[src/rtl/cpu_pkg.sv]
// -----------------------------------------------------------------------------
// cpu_pkg
// Shared definitions for the matrix CPU front end and execution engine.
// Contents:
//   - opcode constants (shared with the execution engine)
//   - instruction word field bit positions
//   - instruction register reset value
//   - fetch FSM state encoding
//   - sat_inc16 : saturating 16-bit increment helper
// -----------------------------------------------------------------------------
package cpu_pkg;

  // Opcodes, IR[31:29]
  localparam logic [2:0] OP_ADD       = 3'b000;
  localparam logic [2:0] OP_SUB       = 3'b001;
  localparam logic [2:0] OP_SCALE     = 3'b010;
  localparam logic [2:0] OP_MULT      = 3'b011;
  localparam logic [2:0] OP_TRANSPOSE = 3'b100;
  localparam logic [2:0] OP_UNUSED    = 3'b101;
  localparam logic [2:0] OP_WRITE_MEM = 3'b110;
  localparam logic [2:0] OP_STOP      = 3'b111;

  // Instruction word field positions
  localparam int IR_W          = 32;
  localparam int OPC_HI        = 31;
  localparam int OPC_LO        = 29;
  localparam int READ_FROM_BIT = 28;
  localparam int WR_REG_BIT    = 27;
  localparam int INSTR_HI      = 31;  // instr = {opcode, read_from, write_to_reg}
  localparam int INSTR_LO      = 27;
  localparam int DST_HI        = 23;
  localparam int DST_LO        = 16;
  localparam int SRC1_HI       = 15;
  localparam int SRC1_LO       = 8;
  localparam int SRC2_HI       = 7;
  localparam int SRC2_LO       = 0;

  // Reset IR carries the unused opcode so the execution engine stays idle.
  localparam logic [31:0] IR_RESET_VAL = 32'hA000_0000;

  // Fetch FSM state encoding
  typedef enum logic [2:0] {
    ST_IDLE      = 3'd0,
    ST_FETCH     = 3'd1,
    ST_WAIT_MEM  = 3'd2,
    ST_DECODE    = 3'd3,
    ST_ISSUE     = 3'd4,
    ST_WAIT_EXEC = 3'd5,
    ST_HALT      = 3'd6
  } fetch_state_t;

  // Saturating increment used by the retirement counter.
  function automatic logic [15:0] sat_inc16(input logic [15:0] value);
    logic [15:0] result;
    if (value == 16'hFFFF) begin
      result = value;
    end else begin
      result = value + 16'd1;
    end
    return result;
  endfunction

endpackage

[src/rtl/instr_reg.sv]
// -----------------------------------------------------------------------------
// instr_reg
// 32-bit instruction register with load enable and field slicing.
// All outputs are direct slices of the register, so they are glitch-free and
// change only on a load; the execution engine samples instr every clock.
// Ports:
//   clk, reset        clock, asynchronous active-high reset
//   load              load enable for IR
//   load_data [31:0]  word to load
//   opcode    [2:0]   IR[31:29]
//   instr     [4:0]   IR[31:27] = {opcode, read_from, write_to_reg}
//   dst_addr  [7:0]   IR[23:16]
//   src1_addr [7:0]   IR[15:8]
//   src2_addr [7:0]   IR[7:0]
// -----------------------------------------------------------------------------
module instr_reg
  import cpu_pkg::*;
(
  input  logic        clk,
  input  logic        reset,
  input  logic        load,
  input  logic [31:0] load_data,
  output logic [2:0]  opcode,
  output logic [4:0]  instr,
  output logic [7:0]  dst_addr,
  output logic [7:0]  src1_addr,
  output logic [7:0]  src2_addr
);

  logic [IR_W-1:0] ir_r;

  // Instruction register: loads only on an accepted memory response.
  always_ff @(posedge clk or posedge reset) begin
    if (reset) begin
      ir_r <= IR_RESET_VAL;
    end else if (load) begin
      ir_r <= load_data;
    end
  end

  assign opcode    = ir_r[OPC_HI:OPC_LO];
  assign instr     = ir_r[INSTR_HI:INSTR_LO];
  assign dst_addr  = ir_r[DST_HI:DST_LO];
  assign src1_addr = ir_r[SRC1_HI:SRC1_LO];
  assign src2_addr = ir_r[SRC2_HI:SRC2_LO];

endmodule

[src/rtl/instr_fetch.sv]
// -----------------------------------------------------------------------------
// instr_fetch
// Instruction fetch and sequencing stage ahead of the execution engine.
// Holds the PC, reads one word per instruction over a valid-qualified read
// port, latches it into the IR, issues it and waits for completion.
// STOP halts; the unused opcode is skipped and flagged in the sticky illegal.
//
// Optional feature macro: IFETCH_RETIRE_CNT_EN
//   adds output retired_cnt[15:0], a saturating count of accepted exec_done
//   pulses, cleared by start from HALT.
//
// Parameters:
//   PC_W                 program counter / instruction address width
// Ports:
//   clk, reset           clock, asynchronous active-high reset
//   start                begin execution (honoured in IDLE and HALT only)
//   imem_rd              one-cycle read strobe per fetch
//   imem_addr [PC_W-1:0] read address (= pc)
//   imem_rdata[31:0]     instruction word, qualified by imem_valid
//   imem_valid           read data valid (accepted only while waiting)
//   exec_done            completion pulse from the functional units
//   instr     [4:0]      {opcode, read_from, write_to_reg}
//   dst_addr/src1_addr/src2_addr [7:0] operand addresses
//   instr_valid          one-cycle issue strobe
//   pc        [PC_W-1:0] program counter
//   halted               high in HALT
//   illegal              sticky unused-opcode flag
//   retired_cnt [15:0]   (IFETCH_RETIRE_CNT_EN only)
// -----------------------------------------------------------------------------
module instr_fetch
  import cpu_pkg::*;
#(
  parameter int PC_W = 8
) (
  input  logic            clk,
  input  logic            reset,
  input  logic            start,
  output logic            imem_rd,
  output logic [PC_W-1:0] imem_addr,
  input  logic [31:0]     imem_rdata,
  input  logic            imem_valid,
  input  logic            exec_done,
  output logic [4:0]      instr,
  output logic [7:0]      dst_addr,
  output logic [7:0]      src1_addr,
  output logic [7:0]      src2_addr,
  output logic            instr_valid,
  output logic [PC_W-1:0] pc,
  output logic            halted,
  output logic            illegal
`ifdef IFETCH_RETIRE_CNT_EN
  ,
  output logic [15:0]     retired_cnt
`endif
);

  localparam logic [PC_W-1:0] PC_ZERO = {PC_W{1'b0}};
  localparam logic [PC_W-1:0] PC_ONE  = {{(PC_W-1){1'b0}}, 1'b1};

  fetch_state_t    state_r;
  logic [PC_W-1:0] pc_r;
  logic            imem_rd_r;
  logic            instr_valid_r;
  logic            halted_r;
  logic            illegal_r;

  logic            ir_load_s;
  logic [2:0]      ir_opcode_s;
  logic            exec_accept_s;

  // Memory data is only meaningful while a fetch is outstanding.
  assign ir_load_s = (state_r == ST_WAIT_MEM) && imem_valid;

  // exec_done counts only while an issued instruction is outstanding.
  assign exec_accept_s = exec_done &&
                         ((state_r == ST_ISSUE) || (state_r == ST_WAIT_EXEC));

  instr_reg u_instr_reg (
    .clk       (clk),
    .reset     (reset),
    .load      (ir_load_s),
    .load_data (imem_rdata),
    .opcode    (ir_opcode_s),
    .instr     (instr),
    .dst_addr  (dst_addr),
    .src1_addr (src1_addr),
    .src2_addr (src2_addr)
  );

  // Sequencing FSM with PC and registered strobes; imem_rd and instr_valid
  // are set on entry to FETCH / ISSUE so they are high for that one state.
  always_ff @(posedge clk or posedge reset) begin
    if (reset) begin
      state_r       <= ST_IDLE;
      pc_r          <= PC_ZERO;
      imem_rd_r     <= 1'b0;
      instr_valid_r <= 1'b0;
      halted_r      <= 1'b0;
      illegal_r     <= 1'b0;
    end else begin
      imem_rd_r     <= 1'b0;
      instr_valid_r <= 1'b0;
      case (state_r)
        ST_IDLE: begin
          if (start) begin
            state_r   <= ST_FETCH;
            imem_rd_r <= 1'b1;
          end
        end
        ST_FETCH: begin
          state_r <= ST_WAIT_MEM;
        end
        ST_WAIT_MEM: begin
          if (imem_valid) begin
            state_r <= ST_DECODE;
          end
        end
        ST_DECODE: begin
          case (ir_opcode_s)
            OP_STOP: begin
              // PC stays on the STOP word for inspection.
              state_r  <= ST_HALT;
              halted_r <= 1'b1;
            end
            OP_UNUSED: begin
              illegal_r <= 1'b1;
              pc_r      <= pc_r + PC_ONE;
              state_r   <= ST_FETCH;
              imem_rd_r <= 1'b1;
            end
            default: begin
              state_r       <= ST_ISSUE;
              instr_valid_r <= 1'b1;
            end
          endcase
        end
        ST_ISSUE: begin
          if (exec_done) begin
            pc_r      <= pc_r + PC_ONE;
            state_r   <= ST_FETCH;
            imem_rd_r <= 1'b1;
          end else begin
            state_r <= ST_WAIT_EXEC;
          end
        end
        ST_WAIT_EXEC: begin
          if (exec_done) begin
            pc_r      <= pc_r + PC_ONE;
            state_r   <= ST_FETCH;
            imem_rd_r <= 1'b1;
          end
        end
        ST_HALT: begin
          if (start) begin
            pc_r      <= PC_ZERO;
            halted_r  <= 1'b0;
            state_r   <= ST_FETCH;
            imem_rd_r <= 1'b1;
          end
        end
        default: begin
          state_r <= ST_IDLE;
        end
      endcase
    end
  end

  assign imem_rd     = imem_rd_r;
  assign imem_addr   = pc_r;
  assign pc          = pc_r;
  assign instr_valid = instr_valid_r;
  assign halted      = halted_r;
  assign illegal     = illegal_r;

`ifdef IFETCH_RETIRE_CNT_EN
  logic [15:0] retired_cnt_r;

  // Retirement counter: saturating, restarted with the program from HALT.
  always_ff @(posedge clk or posedge reset) begin
    if (reset) begin
      retired_cnt_r <= 16'h0000;
    end else if ((state_r == ST_HALT) && start) begin
      retired_cnt_r <= 16'h0000;
    end else if (exec_accept_s) begin
      retired_cnt_r <= sat_inc16(retired_cnt_r);
    end
  end

  assign retired_cnt = retired_cnt_r;
`else
  // Keeps the completion qualifier referenced when no counter is built.
  logic exec_accept_unused_s;
  assign exec_accept_unused_s = exec_accept_s;
`endif

endmodule

[config.mk]
export PLATFORM = sky130hd
export DESIGN_NAME = instr_fetch
export DESIGN_NICKNAME = d
export VERILOG_FILES = /design/src/rtl/cpu_pkg.sv /design/src/rtl/instr_reg.sv /design/src/rtl/instr_fetch.sv
export SDC_FILE = /design/constraint.sdc
export NUM_CORES = 1
export LEC_CHECK = 0
export ABC_CLOCK_PERIOD_IN_PS = 2050
export CELL_PAD_IN_SITES_DETAIL_PLACEMENT = 0
export CELL_PAD_IN_SITES_GLOBAL_PLACEMENT = 1
export CORE_UTILIZATION = 32
export CTS_CLUSTER_DIAMETER = 60
export CTS_CLUSTER_SIZE = 8
export DETAILED_ROUTE_END_ITERATION = 10
export GPL_ROUTABILITY_DRIVEN = 0
export GPL_TIMING_DRIVEN = 0
export PLACE_DENSITY_LB_ADDON = 0.1
export SYNTH_ARGS = -nofsm -noshare
export SYNTH_HDL_FRONTEND = slang
export SYNTH_SLANG_ARGS = --single-unit
[constraint.sdc]
create_clock -name clk -period 2.05 [get_ports clk]
set_input_delay 0.41 -clock clk [delete_from_list [all_inputs] [get_ports clk]]
set_output_delay 0.41 -clock clk [all_outputs]
set_load 0.05 [all_outputs]
Word-level counts from Yosys, hierarchy flattened
Cells that the tools add are included.

Register bits: 47. Output and inout port bits: 49. Logic and storage cells: 53.

$add $sub $neg: 1. Equality and inequality tests: 15. Mux-type cells: 19. Reductions and logical operators: 11.

Operators with widths (count): $mux 8 (3); $pmux 8 s3 (1); $pmux 3 s6 (1); $eq 3x3->1 const B (5); $mux 3 (4); $ne 2x2->1 const B (5); $add 8x1->8 const B (1); $mux 1 (7); $eq 3x2->1 const B (2); $pmux 3 s2 (1); $reduce_and 3->1 (2); $reduce_or 2->1 (3); $ne 2x1->1 const B (2); $reduce_and 4->1 (1); $eq 3x1->1 const B (1); $logic_not 3->1 (1); $pmux 1 s3 (1); $reduce_bool 3->1 (1); $pmux 1 s2 (1); $reduce_and 2->1 (1); $reduce_bool 2->1 (1); $logic_and 1x1->1 (1).

Depth between registers and ports, before layout
Gate-level depths: netlist of the first run.

Word-level depth: 4. Depth in mapped cells: 6. Gate-level depth less buffers: 4.

By module
A second synthesis of the first run with hierarchy kept.

Cells, all modules: 156. Area, all modules: 2005.7 um2.

Modules (own cells, without submodules): instr_reg (times used 1, cells an instance 65, area an instance 1146.1 um2); instr_fetch (times used 1, cells an instance 91, area an instance 859.6 um2).

Least setup slack after synthesis of the first run
No wires, ideal clock.

Path type: register to register. From: register u_instr_reg.ir_r[29]. To: register pc_r[3], in the netlist imem_addr[3]. Arrival time: 1.731 ns. Data required time: 1.973 ns. Slack: 0.242 ns. Stages on the path, launching flop included: 6. Buffers on the path: 1. Cells stage by stage: dfstp_2 nand3b_1 o211a_1 buf_6 or3_1 a21oi_1.

Longest elaborated chain between the ends: 3.

Ends and longest elaborated chain: start, declared (line instr_reg.sv:30) `logic [IR_W-1:0] ir_r;`; start signal, assigned (line instr_reg.sv:37) `ir_r <= load_data;`; $eq 3x3->1 (line instr_fetch.sv:119) `case (ir_opcode_s)`; $ne 2x2->1 (no source line); $reduce_and 4->1 (no source line); end signal, assigned (line instr_fetch.sv:127) `pc_r <= pc_r + PC_ONE;`; end signal, assigned (line instr_fetch.sv:139) `pc_r <= pc_r + PC_ONE;`; end signal, assigned (line instr_fetch.sv:148) `pc_r <= pc_r + PC_ONE;`; end, declared (line instr_fetch.sv:61) `logic [PC_W-1:0] pc_r;`.

Every way passes these cells. A chain may end at the register's enable or synchronous reset.

Worst setup path in the final report of the first run
From: register pc_r[7], in the netlist imem_addr[7]. To: output port pc[7].

RTL lines: end, declared (line instr_fetch.sv:48) `output logic [PC_W-1:0] pc,`.

No word-level cell between the ends.

==> results.py, run 1 <==
metrics = {
    "routing": {
        "avgRoutedWirePerCell_um": 13.4,
        "ant_nets": 0,
        "first_pass_iters": 3,
        "vias": 1547,
        "drt_drc_violations_left": 0,
        "drt-initial-drc-count": 75,
        "routed_wl_um": 4340,
        "via_per_inst": 4.76,
    },
    "finish": {
        "drive_gt1_frac": 0.232,
        "finalNonFillerCells": 325,
        "seq_area_um2": 1100,
        "multi_input_area_um2": 762,
        "final_net_count": 287,
        "fillers": 589,
        "area_growth_pct": 52.2,
        "diodes": 0,
    },
    "global_routing": {
        "track_usage": 0.143,
        "antenna_found_initial": 0,
        "overflow": 0,
        "grt_max_degree": 28,
        "grt_pass1_wl_um": 7000,
        "grt_pass1_vias": 1495,
    },
    "logic_synthesis": {
        "synth_compound_area_frac": 0.0834,
        "yosysTopAreaCellShare": 0.531,
        "yosysMostFrequentCell": "dfrtp_1",
        "synthTopCellsByCount": "42 x dfrtp_1, 30 x mux2_2, 12 x a21oi_1",
        "syn-cell-area_um2": 1980,
        "synth_edf_count": 0,
        "synth.mux.area_fraction": 0.176,
        "synth_simple_gate_area_frac": 0.119,
        "ys_seq_area_frac": 0.557,
        "yosys.cell_types.count": 37,
        "yosysTopAreaCell": "dfrtp_1",
        "async_reset_ff_frac": 1.00,
        "synthTopCellsByArea": "dfrtp_1 53%, mux2_2 17%, buf_4 4.2%",
        "syn-num-nets": 197,
        "ys_seq_elements": 44,
        "ys_warn_count": 0,
        "synth.avg_cell_area_um2": 12.5,
        "synthAdderAreaFrac": 0.00632,
        "netlist_instances": 159,
        "synth_top_family_by_area": "multiplexers",
        "synth_xor_area_frac": 0,
        "ys.flop_type": "dfrtp_1",
    },
    "cts": {
        "cts_hold_buf": 0,
        "ctsResizeCount": 8,
        "cts.clk_slew.worst_paths_ns": 0.09,
        "clock_latency_ns": 0.29,
        "cts.path.max_buffers": 2,
        "clock-root-buffer": "clkbuf_8",
        "htreeDepth": 2,
        "numCtsBuffers": 5,
        "postCtsSetupRepairBufs": 0,
        "tritoncts": "yes",
        "cts.sinks": 44,
    },
    "sta": {
        "hold_viol_final": 0,
        "fin_crit_sh": 0.968,
        "rsz0062_at_grt": "false",
        "timing.fmax_ghz": 0.504,
        "relSlewSlack": 0.652,
        "drv_slew": 0,
        "fin_crit_ns": 1.98,
        "fin_tns_setup_ns": 0,
        "worst_slew_pin_slew_ns": 0.520,
        "fin_skew_ns": 0.00635,
        "setup_viol_count_final": 0,
    },
    "outcome": {
        "outcome": "completed",
    },
    "floorplan": {
        "ios": 86,
        "die_area_um2": 6510,
        "core-area_um2": 5960,
        "start_util": 0.333,
        "rows": 28,
        "die_y_um": 80.7,
        "dieWidth_um": 80.7,
    },
    "setup_path": {
        "r2r_start": "state_r[1]$_DFFE_PP0P_",
        "critPathCaptureType": "primary output",
        "crit_cells": 2,
        "startpoint_type": "register",
        "arrival_ns": 1.57,
        "path_max_fanout": 4,
        "rr_worst_depth": 5,
        "rrSetupSlack_ns": 0.23,
        "cp_data_required_time_ns": 1.64,
        "slowest_stage": "clkdlybuf4s50_1",
        "crit_buf_inv": 2,
        "path_cells": "buf_4 -> clkdlybuf4s50_1",
        "crit_family": "buffers and inverters",
        "slowest_delay_ns": 0.78,
        "critPathLaunch": "imem_addr[7]$_DFFE_PP0P_",
        "path_class": "register to primary output",
    },
    "worst_hold_path": {
        "hp-class": "primary input to async pin",
    },
    "placement": {
        "port_buffers": 82,
        "placedCellCount": 317,
        "dp_hpwl_um": 3220,
    },
    "flow_run": {
        "cap_violations": 0,
    },
}
## path summary, 6_finish.rpt
path | to
hold / removal | u_instr_reg.ir_r[7]$_DFFE_PP0P_
setup / recovery | pc[7]
setup reg to reg | u_instr_reg.ir_r[16]$_DFFE_PP0P_
max in group asynchronous | u_instr_reg.ir_r[31]$_DFFE_PP1P_
hold reg to reg | illegal$_DFFE_PP0P_
min in group clk | illegal$_DFFE_PP0P_
## metal layers
metal | vias up | part of all wire | global-route usage
met4 | 0 | 0.0085 | 0.0482
met1 | 751 | 0.43 | 0.177
met2 | 47 | 0.49 | 0.230
met3 | 4 | 0.068 | 0.0500
met5 | - | 0 | 0
li1 | 745 | - | -
## flip-flops by register name, summed over array words and instances (netlist names)
name,count
illegal,1
halted,1
imem_rd,1
imem_addr,8
u_instr_reg.ir_r,29
state_r,3
instr_valid,1
## through the flow
step                      area, um^2  setup slack, ns  hold slack [ns]  utilization
after floorplan                 1980            0.242            0.500            -
after global placement          2900           -0.372            0.461        0.486
after detailed placement        2920           -0.172            0.461        0.489
after CTS                       3000           0.0189            0.417        0.504
after global routing            3010          0.00173            0.430        0.506
final                           3010           0.0655            0.420        0.506
## kinds of logic (layout without fill, tap and decap cells)
logic type               count (synthesis)  count (layout)
multiplexers                            31              31
adder cells (fa/ha/maj)                  1               1
AO/OA/AOI/OAI                           27              27
AND/OR/NAND/NOR                         39              39
buffers and inverters                   17             108
flip-flops                              44              44
## worst reg2reg max path: cells and delay by family (launching register included)
kind                   cells  cell delay, ns
AND/OR/NAND/NOR            2            0.50
buffers and inverters      2            0.50
flip-flops                 1            0.37
multiplexers               1            0.35
## cells in the final DEF, fill, tap and decap left out, types with 2 or more instances in the layout
cell type / count
or3_1: 4
buf_4: 11
nand3b_1: 2
buf_2: 2
clkdlybuf4s50_1: 69
dfrtp_1: 42
o22ai_1: 2
nor2_1: 3
clkbuf_8: 6
a21oi_1: 12
o21ai_0: 5
dlymetal6s2s_1: 5
nor2b_1: 2
nand3_1: 4
nor3b_1: 2
mux2_2: 30
nand2_1: 10
dfstp_2: 2
nand2b_1: 2
dlygate4sd2_1: 8
nand4_1: 2
and3b_1: 2
## layout make-up
cell class / count / share of cell area
Tap cell: 75 / 0.0311
Sequential cell: 44 / 0.366
Timing Repair Buffer: 83 / 0.280
Buffer: 15 / 0.0357
Inverter: 2 / 0.00249
Clock buffer: 6 / 0.0274
Clock inverter: 2 / 0.00457
Multi-Input combinational cell: 98 / 0.253
Power of run 1 is not shown: default switching activity piles up to over one toggle a cycle in this logic, so the estimate is an artifact.
==> inputs of run 2 (changes only) <==
--- a/config.mk
+++ b/config.mk
@@ -8,8 +8,9 @@
 export ABC_CLOCK_PERIOD_IN_PS = 2050
 export CELL_PAD_IN_SITES_DETAIL_PLACEMENT = 0
 export CELL_PAD_IN_SITES_GLOBAL_PLACEMENT = 1
+export CORE_MARGIN = 10
 export CORE_UTILIZATION = 32
-export CTS_CLUSTER_DIAMETER = 60
+export CTS_CLUSTER_DIAMETER = 80
 export CTS_CLUSTER_SIZE = 8
 export DETAILED_ROUTE_END_ITERATION = 10
 export GPL_ROUTABILITY_DRIVEN = 0
==> results.py, run 2 (synthesized netlist as in run 1, its figures left out) <==
metrics = {
    "outcome": {
        "outcome": "completed",
    },
    "setup_path": {
        "crit_family": "buffers and inverters",
        "path_cells": "clkdlybuf4s50_1",
        "slowest_delay_ns": 0.83,
        "critPathCaptureType": "primary output",
        "path_max_fanout": 6,
        "slowest_stage": "clkdlybuf4s50_1",
        "rrSetupSlack_ns": 0.26,
        "rr_worst_depth": 5,
        "path_class": "register to primary output",
        "cp_data_required_time_ns": 1.64,
        "crit_cells": 1,
        "startpoint_type": "register",
        "arrival_ns": 1.53,
        "crit_buf_inv": 1,
    },
    "floorplan": {
        "core-area_um2": 5960,
        "rows": 28,
        "ios": 86,
        "start_util": 0.333,
        "dieWidth_um": 98.7,
        "die_area_um2": 9740,
        "die_y_um": 98.7,
    },
    "cts": {
        "postCtsSetupRepairBufs": 0,
        "ctsResizeCount": 6,
        "cts.clk_slew.worst_paths_ns": 0.08,
        "tritoncts": "yes",
        "cts_hold_buf": 0,
        "htreeDepth": 2,
        "cts.path.max_buffers": 2,
        "cts.sinks": 44,
        "numCtsBuffers": 5,
        "clock-root-buffer": "clkbuf_8",
        "clock_latency_ns": 0.29,
    },
    "placement": {
        "port_buffers": 82,
        "placedCellCount": 317,
        "dp_hpwl_um": 3870,
        "post_dp_cell_area_um2": 2920,
    },
    "finish": {
        "finalNonFillerCells": 325,
        "final_net_count": 287,
        "design_area_um2": 3030,
        "layout_commonest_cell": "clkdlybuf4s50_1",
        "final_cell_mix": "69 x clkdlybuf4s50_1, 42 x dfrtp_1, 30 x mux2_2, 12 x a21oi_1, 11 x buf_4",
        "largest_register": "u_instr_reg.ir_r",
        "diodes": 0,
        "area_growth_pct": 53.1,
        "drive_gt1_frac": 0.228,
        "largest_reg_flops": 29,
    },
    "routing": {
        "vias": 1542,
        "avgRoutedWirePerCell_um": 15.4,
        "via_per_inst": 4.74,
        "routed_wl_um": 5000,
        "first_pass_iters": 4,
        "drt-initial-drc-count": 21,
        "ant_nets": 0,
        "drt_drc_violations_left": 0,
    },
    "global_routing": {
        "grt_pass1_vias": 1581,
        "overflow": 0,
        "grt_pass1_wl_um": 8200,
        "antenna_found_initial": 0,
        "track_usage": 0.103,
        "grt_max_degree": 29,
    },
    "sta": {
        "fin_skew_ns": 0.00372,
        "timing.fmax_ghz": 0.515,
        "fin_tns_setup_ns": 0,
        "fin_crit_sh": 0.947,
        "hold_viol_final": 0,
        "fin_crit_ns": 1.94,
        "worst_slew_pin_slew_ns": 0.534,
        "drv_slew": 0,
        "relSlewSlack": 0.643,
        "rsz0062_at_grt": "false",
        "setup_viol_count_final": 0,
    },
    "pwr": {
        "power.density_nw_per_um2": 1950,
        "peakVddDrop_mv": 0.853,
        "leakagePower_uw": 0.00138,
    },
    "flow_run": {
        "cap_violations": 0,
    },
    "worst_hold_path": {
        "hp-class": "primary input to async pin",
    },
}
==> run 2: cell count changes in the layout (fill, tap and decap cells not counted), sizes merged <==
cell	previous run	this run
inv	3	2
dlygate4sd2	8	6
dlymetal6s2s	5	7
bufinv	0	1
==> run 2: final timing paths <==
path | start | end
hold / removal | reset | u_instr_reg.ir_r[7]$_DFFE_PP0P_
min in group clk | illegal$_DFFE_PP0P_ | illegal$_DFFE_PP0P_
hold reg to reg | illegal$_DFFE_PP0P_ | illegal$_DFFE_PP0P_
setup / recovery | u_instr_reg.ir_r[30]$_DFFE_PP0P_ | instr[3]
setup reg to reg | state_r[0]$_DFFE_PP0P_ | u_instr_reg.ir_r[22]$_DFFE_PP0P_
max in group asynchronous | reset | u_instr_reg.ir_r[31]$_DFFE_PP1P_
==> run 2: per-stage QoR <==
stage,hold WS (ns),worst slack (ns),power (uW),utilization
after floorplan,0.500,0.242,4140,-
after global placement,0.462,-0.385,5350,0.486
after detailed placement,0.462,-0.151,5370,0.489
after CTS,0.420,0.00107,6010,0.506
after global routing,0.457,0.0367,6250,0.509
final,0.413,0.108,5910,0.509
==> run 2: cell type report <==
class / instances / area [um^2]
flip-flops and latches: 44 / 1100
well taps: 75 / 93.8
plain buffers: 15 / 108
repair buffers: 83 / 851
multi-input cells: 98 / 762
fillers: 580 / 2920
clock inverters: 2 / 35.0
clock buffers: 6 / 72.6
inverters: 2 / 7.51
==> run 2: power by group <==
part | switching (uW) | leakage, uW | internal [uW]
logic | 2290 | 0.000788 | 1360
registers | 301 | 0.000533 | 1300
clock network | 290 | 0.0000552 | 362
total | 2880 | 0.00138 | 3030
==> run 2: layer usage <==
metal | up-vias | GRT usage | part of all wire
li1 | 746 | - | -
met1 | 733 | 0.108 | 0.38
met2 | 58 | 0.161 | 0.48
met3 | 5 | 0.0705 | 0.13
met4 | 0 | 0.0331 | 0.011
met5 | - | 0 | 0
Power figures use the tool's default switching activity.
==> inputs of run 3 (changes only) <==
--- a/config.mk
+++ b/config.mk
@@ -5,11 +5,12 @@
 export SDC_FILE = /design/constraint.sdc
 export NUM_CORES = 1
 export LEC_CHECK = 0
+export ABC_AREA = 1
 export ABC_CLOCK_PERIOD_IN_PS = 2050
 export CELL_PAD_IN_SITES_DETAIL_PLACEMENT = 0
 export CELL_PAD_IN_SITES_GLOBAL_PLACEMENT = 1
 export CORE_MARGIN = 10
-export CORE_UTILIZATION = 32
+export CORE_UTILIZATION = 30
 export CTS_CLUSTER_DIAMETER = 80
 export CTS_CLUSTER_SIZE = 8
 export DETAILED_ROUTE_END_ITERATION = 10
==> results.py, run 3 <==
metrics = {
    "outcome": {
        "outcome": "completed",
    },
    "finish": {
        "final_net_count": 388,
        "final_cell_mix": "75 x nand2_1, 65 x clkdlybuf4s50_1, 42 x dfrtp_1, 40 x inv_1, 30 x o21ai_0",
        "layout_commonest_cell": "nand2_1",
        "drive_gt1_frac": 0.103,
        "largest_register": "u_instr_reg.ir_r",
        "largest_reg_flops": 29,
        "diodes": 0,
        "area_growth_pct": 51.5,
        "design_area_um2": 3220,
    },
    "logic_synthesis": {
        "synth_edf_count": 0,
        "synth.avg_cell_area_um2": 8.18,
        "yosysTopAreaCell": "dfrtp_1",
        "syn-num-nets": 298,
        "synthTopCellsByArea": "dfrtp_1 49%, nand2_1 13%, inv_1 7.2%",
        "netlist_instances": 260,
        "syn-cell-area_um2": 2130,
        "yosysTopAreaCellShare": 0.494,
        "yosysMostFrequentCell": "nand2_1",
        "ys.flop_type": "dfrtp_1",
        "ys_seq_area_frac": 0.519,
        "ys_seq_elements": 44,
        "yosys.cell_types.count": 27,
        "async_reset_ff_frac": 1.00,
        "synthTopCellsByCount": "75 x nand2_1, 42 x dfrtp_1, 41 x inv_1",
        "ys_warn_count": 0,
    },
    "placement": {
        "port_buffers": 82,
        "post_dp_cell_area_um2": 3090,
        "dp_hpwl_um": 4420,
        "place_ws_ns": 0.215,
    },
    "cts": {
        "cts.sinks": 44,
        "clock-root-buffer": "clkbuf_8",
        "cts.clk_slew.worst_paths_ns": 0.09,
        "htreeDepth": 2,
        "postCtsSetupRepairBufs": 0,
        "clock_latency_ns": 0.30,
        "cts_hold_buf": 0,
        "cts.path.max_buffers": 2,
        "numCtsBuffers": 5,
        "tritoncts": "yes",
    },
    "routing": {
        "routed_wl_um": 5680,
        "via_per_inst": 4.14,
        "vias": 1852,
        "first_pass_iters": 5,
        "drt-initial-drc-count": 45,
        "avgRoutedWirePerCell_um": 12.7,
        "drt_drc_violations_left": 0,
        "ant_nets": 0,
    },
    "setup_path": {
        "slowest_delay_ns": 0.83,
        "arrival_ns": 1.52,
        "path_max_fanout": 5,
        "rr_worst_depth": 8,
        "path_cells": "clkdlybuf4s50_1",
        "cp_data_required_time_ns": 1.64,
        "crit_buf_inv": 1,
        "slowest_stage": "clkdlybuf4s50_1",
        "startpoint_type": "register",
        "rrSetupSlack_ns": 0.57,
        "r2r_end": "imem_addr[7]$_DFFE_PP0P_",
        "r2r_start": "u_instr_reg.ir_r[31]$_DFFE_PP1P_",
        "crit_family": "buffers and inverters",
        "critPathCaptureType": "primary output",
        "path_class": "register to primary output",
    },
    "sta": {
        "fin_crit_sh": 0.939,
        "relSlewSlack": 0.647,
        "fin_hold_ws_ns": 0.434,
        "fin_crit_ns": 1.93,
        "fin_tns_setup_ns": 0,
        "setup_viol_count_final": 0,
        "worst_slack_ns": 0.124,
        "rsz0062_at_grt": "false",
        "worst_slew_pin_slew_ns": 0.529,
        "timing.fmax_ghz": 0.519,
        "hold_viol_final": 0,
        "drv_slew": 0,
        "fin_skew_ns": 0.0116,
    },
    "floorplan": {
        "die_y_um": 104,
        "rows": 30,
        "core-area_um2": 6830,
        "die_area_um2": 10900,
        "ios": 86,
        "start_util": 0.311,
        "dieWidth_um": 104,
    },
    "flow_run": {
        "cap_violations": 0,
    },
    "pwr": {
        "leakagePower_uw": 0.00171,
        "peakVddDrop_mv": 0.604,
        "power_uw": 5410,
        "power.density_nw_per_um2": 1680,
    },
    "global_routing": {
        "grt_max_degree": 25,
        "overflow": 0,
        "grt_pass1_vias": 1853,
        "grt_pass1_wl_um": 9320,
        "antenna_found_initial": 0,
        "track_usage": 0.104,
    },
    "worst_hold_path": {
        "hp-class": "primary input to async pin",
    },
}
## run 3: changes by cell type after synthesis, sizes merged, moves of 4 or more
cell   change
nand3     +13
nand2     +66
mux2      -30
o21ai     +31
inv       +42
a21oi     -11
nor2      +14
or3        -4
## run 3: cell type report
type / instances / area, um^2
Multi-Input combinational cell: 155 / 727
Clock inverter: 2 / 60.1
Sequential cell: 44 / 1100
Fill cell: 706 / 3610
Inverter: 44 / 168
Buffer: 17 / 128
Timing Repair Buffer: 83 / 842
Clock buffer: 6 / 72.6
Tap cell: 96 / 120
## run 3: how the worst max path moves through the flow
stage,cells after the start,from,slack (ns),to
after floorplan,6,imem_addr[0]$_DFFE_PP0P_,0.51,imem_addr[4]$_DFFE_PP0P_
after global placement,2,reset,-0.46,u_instr_reg.ir_r[1]$_DFFE_PP0P_
after detailed placement,2,imem_addr[0]$_DFFE_PP0P_,0.22,pc[0]
after CTS,1,imem_addr[2]$_DFFE_PP0P_,0.006,imem_addr[2]
after global routing,1,imem_addr[7]$_DFFE_PP0P_,0.06,imem_addr[7]
final,1,imem_addr[7]$_DFFE_PP0P_,0.12,imem_addr[7]
## run 3: cell families (layout without fill, tap and decap cells)
family | Yosys count | in the layout | share of synthesized area
xor+xnor | 2 | 2 | 0.00824
simple gates | 113 | 113 | 0.228
compound gates | 39 | 39 | 0.0995
flops | 44 | 44 | 0.519
fa+ha+maj | 1 | 1 | 0.00588
buf+inv | 61 | 152 | 0.139
## run 3: what timing repair did
item                                   CTS  global route
setup endpoints to repair               11             6
gates resized for setup                 11             6
endpoints found under the hold margin    0             0
## run 3: through the flow
stage,utilization,std cells
2_1_floorplan,-,260
3_3_place_gp,0.449,438
3_5_place_dp,0.452,439
4_1_cts,0.469,447
5_1_grt,0.471,447
6_report,0.471,447
## run 3: per-layer routing
layer / up-vias / wire (um) / track usage
met1: 833 / 2400 / 0.115
met4: 0 / 64 / 0.0298
li1: 966 / - / -
met5: - / 0 / 0
met2: 47 / 2690 / 0.168
met3: 6 / 528 / 0.0558
## run 3: where the power goes
part	internal (uW)	switching, uW
clock	487	295
sequential	1240	242
combinational	1020	2120
